File: config.mk
export PLATFORM = sky130hd
export DESIGN_NAME = demux
export DESIGN_NICKNAME = d
export VERILOG_FILES = /design/src/rtl/demux_pkg.sv /design/src/rtl/demux_ramp.sv /design/src/rtl/demux.sv
export SDC_FILE = /design/constraint.sdc
export NUM_CORES = 1
export LEC_CHECK = 0
export ABC_AREA = 1
export CAP_MARGIN = 20
export CORE_AREA = 2 2 39 41
export DETAILED_ROUTE_END_ITERATION = 10
export DIE_AREA = 0 0 41 43
export HOLD_SLACK_MARGIN = 0.02
export PLACE_DENSITY = 0.37
export SLEW_MARGIN = 30
export SYNTH_ARGS = -nofsm -noshare
export SYNTH_HDL_FRONTEND = slang
export SYNTH_HIERARCHICAL = 1
export SYNTH_SLANG_ARGS = --single-unit
File: constraint.sdc
create_clock -name clk -period 0.8 [get_ports clk]
set_input_delay 0.08 -clock clk [delete_from_list [all_inputs] [get_ports clk]]
set_output_delay 0.08 -clock clk [all_outputs]
set_load 0.02 [all_outputs]
File: src/rtl/demux_pkg.sv
// Shared types and helpers for the fan speed-line demultiplexer.
package demux_pkg;

   // Fan speed levels, equal to the {s1,s0} select code.
   typedef enum logic [1:0] {
      SPD_OFF  = 2'd0,
      SPD_LOW  = 2'd1,
      SPD_MED  = 2'd2,
      SPD_HIGH = 2'd3
   } spd_e;

   // Width of the ramp step counter (holds up to RAMP_CYCLES-1).
   localparam int CNT_W = 8;

   // Level to one-hot speed lines, bit order {d,c,b,a}.
   function automatic logic [3:0] spd_onehot(input logic [1:0] lvl);
      logic [3:0] oh;
      oh = 4'b0000;
      oh[lvl] = 1'b1;
      return oh;
   endfunction

endpackage

File: src/rtl/demux_ramp.sv
// Current-level register with soft-start stepping: upward moves advance one
// level every RAMP_CYCLES cycles, downward moves and disable act at once.
module demux_ramp
   import demux_pkg::*;
#(
   parameter int RAMP_CYCLES = 4
) (
   input  logic       clk,
   input  logic       rst_n,
   input  logic       en_i,
   input  logic [1:0] tgt_i,
   output logic [1:0] lvl_o
);

   logic [1:0]       lvl_q, lvl_d;
   logic [CNT_W-1:0] cnt_q, cnt_d;

   localparam logic [CNT_W-1:0] CntLast = CNT_W'(RAMP_CYCLES - 1);

   // Next level/counter: disable clears, lower target loads, higher target steps.
   always_comb begin
      lvl_d = lvl_q;
      cnt_d = '0;
      if (!en_i) begin
         lvl_d = SPD_OFF;
      end else if (tgt_i > lvl_q) begin
         if (cnt_q >= CntLast) begin
            lvl_d = lvl_q + 2'd1;
         end else begin
            cnt_d = cnt_q + 1'b1;
         end
      end else if (tgt_i < lvl_q) begin
         lvl_d = tgt_i;
      end
   end

   // Level and counter registers with synchronous reset.
   always_ff @(posedge clk) begin
      if (!rst_n) begin
         lvl_q <= SPD_OFF;
         cnt_q <= '0;
      end else begin
         lvl_q <= lvl_d;
         cnt_q <= cnt_d;
      end
   end

   assign lvl_o = lvl_q;

endmodule

File: src/rtl/demux.sv
// Registered 1-to-4 fan speed-line demultiplexer. Routes i to one of a..d
// selected by {s1,s0}, gated by e. Defining DEMUX_RAMP_EN adds soft-start
// ramping of upward speed changes (RAMP_CYCLES cycles per level).
module demux
   import demux_pkg::*;
#(
   parameter int RAMP_CYCLES = 4
) (
   input  logic clk,
   input  logic rst_n,
   input  logic s1,
   input  logic s0,
   input  logic e,
   input  logic i,
   output logic a,
   output logic b,
   output logic c,
   output logic d
);

   logic       act_q, act_d;
   logic [1:0] tgt;
   logic [1:0] lvl;
   logic [3:0] lines;

   assign tgt   = {s1, s0};
   assign act_d = e & i;

`ifdef DEMUX_RAMP_EN
   demux_ramp #(.RAMP_CYCLES(RAMP_CYCLES)) u_ramp (
      .clk   (clk),
      .rst_n (rst_n),
      .en_i  (act_d),
      .tgt_i (tgt),
      .lvl_o (lvl)
   );
`else
   logic [1:0] lvl_q, lvl_d;

   // Without ramping the level simply follows the target (OFF when inactive).
   always_comb begin
      lvl_d = act_d ? tgt : SPD_OFF;
   end

   // Level register with synchronous reset.
   always_ff @(posedge clk) begin
      if (!rst_n) lvl_q <= SPD_OFF;
      else        lvl_q <= lvl_d;
   end

   assign lvl = lvl_q;
`endif

   // Registered active flag; the lines are a pure decode of registers.
   always_ff @(posedge clk) begin
      if (!rst_n) act_q <= 1'b0;
      else        act_q <= act_d;
   end

   // One-hot decode of the current level, blanked while inactive.
   always_comb begin
      lines = act_q ? spd_onehot(lvl) : 4'b0000;
   end

   assign {d, c, b, a} = lines;

   // RAMP_CYCLES must fit the step counter and be non-zero.
   a_ramp_range: assert property (@(posedge clk) (RAMP_CYCLES >= 1) && (RAMP_CYCLES <= 255));

endmodule

==> insert_results.sql <==
INSERT INTO impl_metrics (metric_group, metric, value, unit) VALUES
('status', 'run_status', 'finished with violations', ''),
('status', 'violated_checks', 'setup timing', ''),
('placement', 'detailedPlacementHpwl', '209.4', 'um'),
('route', 'drt-initial-drc-count', '0', ''),
('synthesis', 'yosysWarningCount', '6', ''),
('floorplan', 'die_x', '41', 'um'),
('synthesis', 'synth_top_cell_area_share', '50.53', '%'),
('worst_setup_path', 'slowest_delay', '0.36', 'ns'),
('placement', 'gp_congestion', '0.5824', ''),
('sta', 'worst-slew-pin-transition', '0.09780', 'ns'),
('sta', 'rsz0062_at_grt', 'true', ''),
('synthesis', 'synth_top_cells_by_area', 'dfxtp_1 (51%), nor2_1 (19%), inv_1 (16%)', ''),
('global_routing', 'grt_antenna_before_repair', '0', ''),
('route', 'detailroute.wirelength.met2', '143', 'um'),
('clock_tree', 'clock_sink_count', '3', ''),
('placement', 'port-buffer-count', '9', ''),
('synthesis', 'yosysUniqueCellTypes', '5', ''),
('synthesis', 'proportion_of_register_bits_with_asynchronous_set_or_reset_after_synthesis', '0', '%'),
('floorplan', 'row_count', '14', ''),
('clock_tree', 'cts_hold_buffers', '0', ''),
('worst_setup_path', 'timing.critical_path.to_type', 'output pin', ''),
('clock_tree', 'post_cts_buffers', '0', ''),
('synthesis', 'synth-main-ff-cell', 'dfxtp_1', ''),
('worst_setup_path', 'worst-endpoint-arrival', '0.88', 'ns'),
('worst_setup_path', 'crit_chain', 'inv_2 -> nor2_1 -> buf_4', ''),
('floorplan', 'die_area', '1763', 'um^2'),
('route', 'route.detailed.vias_per_inst', '3.109', ''),
('power', 'power_leakage', '0.1195', 'nW'),
('synthesis', 'syn-instance-count', '17', ''),
('sta', 'setup-violations-final', '4', ''),
('hold_path', 'min_delay_path_depth', '3', ''),
('route', 'drt_wl_total', '287', 'um'),
('clock_tree', 'tritoncts', 'done', ''),
('global_routing', 'gr-total-overflow', '0', ''),
('final_layout', 'drive_gt1_share', '60.00', '%'),
('final_layout', 'area_growth', '126.3', '%'),
('sta', 'period_needed', '0.9580', 'ns'),
('route', 'detail_route.drc_violations', '0', ''),
('sta', 'totalNegativeSetupSlack', '-0.6005', 'ns'),
('sta', 'final_hold_slack', '0.3703', 'ns'),
('worst_setup_path', 'timing.critical_path.required', '0.72', 'ns'),
('worst_setup_path', 'cp_max_fo', '3', ''),
('worst_setup_path', 'worstSetupPathType', 'reg2out', ''),
('worst_setup_path', 'timing.critical_path.max_delay_family', 'flip-flops', ''),
('synthesis', 'synth_commonest_cells', 'nor2_1 (6), inv_1 (5), dfxtp_1 (3), nand2_1 (2), nand3_2 (1)', ''),
('synthesis', 'synth_top_cell_by_area', 'dfxtp_1', ''),
('clock_tree', 'clk_pin_slew_worst_paths', '0.03', 'ns'),
('final_layout', 'final_cell_count_no_fill', '46', ''),
('power', 'worst_ir_drop_vdd', '0.0005582', 'V'),
('route', 'route.antenna.remaining_nets', '0', ''),
('synthesis', 'synth-edff-count', '0', ''),
('global_routing', 'first_global_vias', '128', ''),
('route', 'first_pass_iters', '1', ''),
('route', 'routed_wire_length_per_instance', '6.239', 'um'),
('synthesis', 'yosys.cell_count.top_type', 'nor2_1', ''),
('synthesis', 'netlist_area', '118.9', 'um^2'),
('final_layout', 'fillerInstances', '153', ''),
('global_routing', 'largest_net_degree_at_the_start_of_global_routing', '4', ''),
('sta', 'drv_slew', '0', ''),
('sta', 'maximum_operating_frequency', '1044', 'MHz'),
('route', 'highest-signal-layer', 'met3', ''),
('sta', 'worst_slack', '-0.1580', 'ns'),
('floorplan', 'floorplan.initialDensity', '8.590', '%'),
('hold_path', 'hold_end', 'lvl[1]', ''),
('worst_setup_path', 'worst_setup_start_kind', 'register', ''),
('clock_tree', 'root_buffer', 'clkbuf_4', ''),
('synthesis', 'yosys_register_bits', '3', ''),
('final_layout', 'antenna_cells_inserted', '0', ''),
('hold_path', 'hold_path_startpoint', 's1', ''),
('power', 'cellPowerDensity', '1751', 'nW/um^2'),
('floorplan', 'floorplan.core_area', '1384', 'um^2');
[sequential cells by signal (all words and copies together), names as in the netlist]
name / cells
act_q: 1
lvl: 2
[tightest hold or removal path: cells and delay by family]
kind / cells / cell delay (ns)
buffers and inverters: 2 / 0.44
and+or+nand+nor: 1 / 0.03
[stage by stage]
step	area (um^2)	worst slack, ns	total power [mW]	util (%)
3_3_place_gp	229.0	-0.3583	0.2032	16.55
6_report	269.0	-0.1580	0.4710	19.44
2_1_floorplan	118.9	0.05083	0.1721	-
4_1_cts	247.7	-0.1696	0.4835	17.90
5_1_grt	269.0	-0.2275	0.5092	19.44
3_5_place_dp	229.0	-0.3741	0.2047	16.55
[cells in the final DEF (no fill, tap or decap)]
cell             instances
dfxtp_2                  3
nor2_1                   3
clkbuf_1                 1
clkbuf_4                 3
inv_2                    2
inv_1                    3
buf_4                    2
nand2_2                  2
clkdlybuf4s50_1          5
nor2_2                   3
buf_6                    2
nand3_2                  1
[layout make-up]
cell class                 count  area, um^2  share of cell area, %
timing repair buffer           9       87.58                  32.56
inverter                       5       18.77                  6.977
tap                           16       20.02                  7.442
sequential                     3       63.81                  23.72
clock buffer                   4       26.28                  9.767
multi-input combinational      9       52.55                  19.53
[power breakdown]
group,internal [mW],total [mW],switching [mW]
logic,0.0301,0.0458,0.0157
registers,0.156,0.161,0.00449
clock network,0.187,0.264,0.0776
total,0.373,0.471,0.0978
[worst max-delay path by stage]
stage | startpoint | to | depth (start not counted)
global route | lvl[0] | b | 3
floorplan | lvl[1] | c | 2
global placement | lvl[0] | a | 4
finish | lvl[1] | c | 3
CTS | lvl[0] | a | 4
detailed placement | act_q | b | 3
[cell families (layout without fill, tap and decap cells)]
group         after synthesis  in the layout  synth area share [%]
buf+inv                     5             18                 15.79
flops                       3              3                 50.53
simple gates                9              9                 33.69
[metal layers]
metal  GRT usage (%)  up-vias
met5               0        -
met2           4.688       10
li1                -       73
met4           8.000        0
met1           3.205       60
met3           3.141        0
[timing repair]
item	4_1_cts	5_1_grt
resized for setup	22	10
setup endpoints to repair	4	4
pin swaps	0	4
Note: power is estimated with default switching activity, not from simulation.
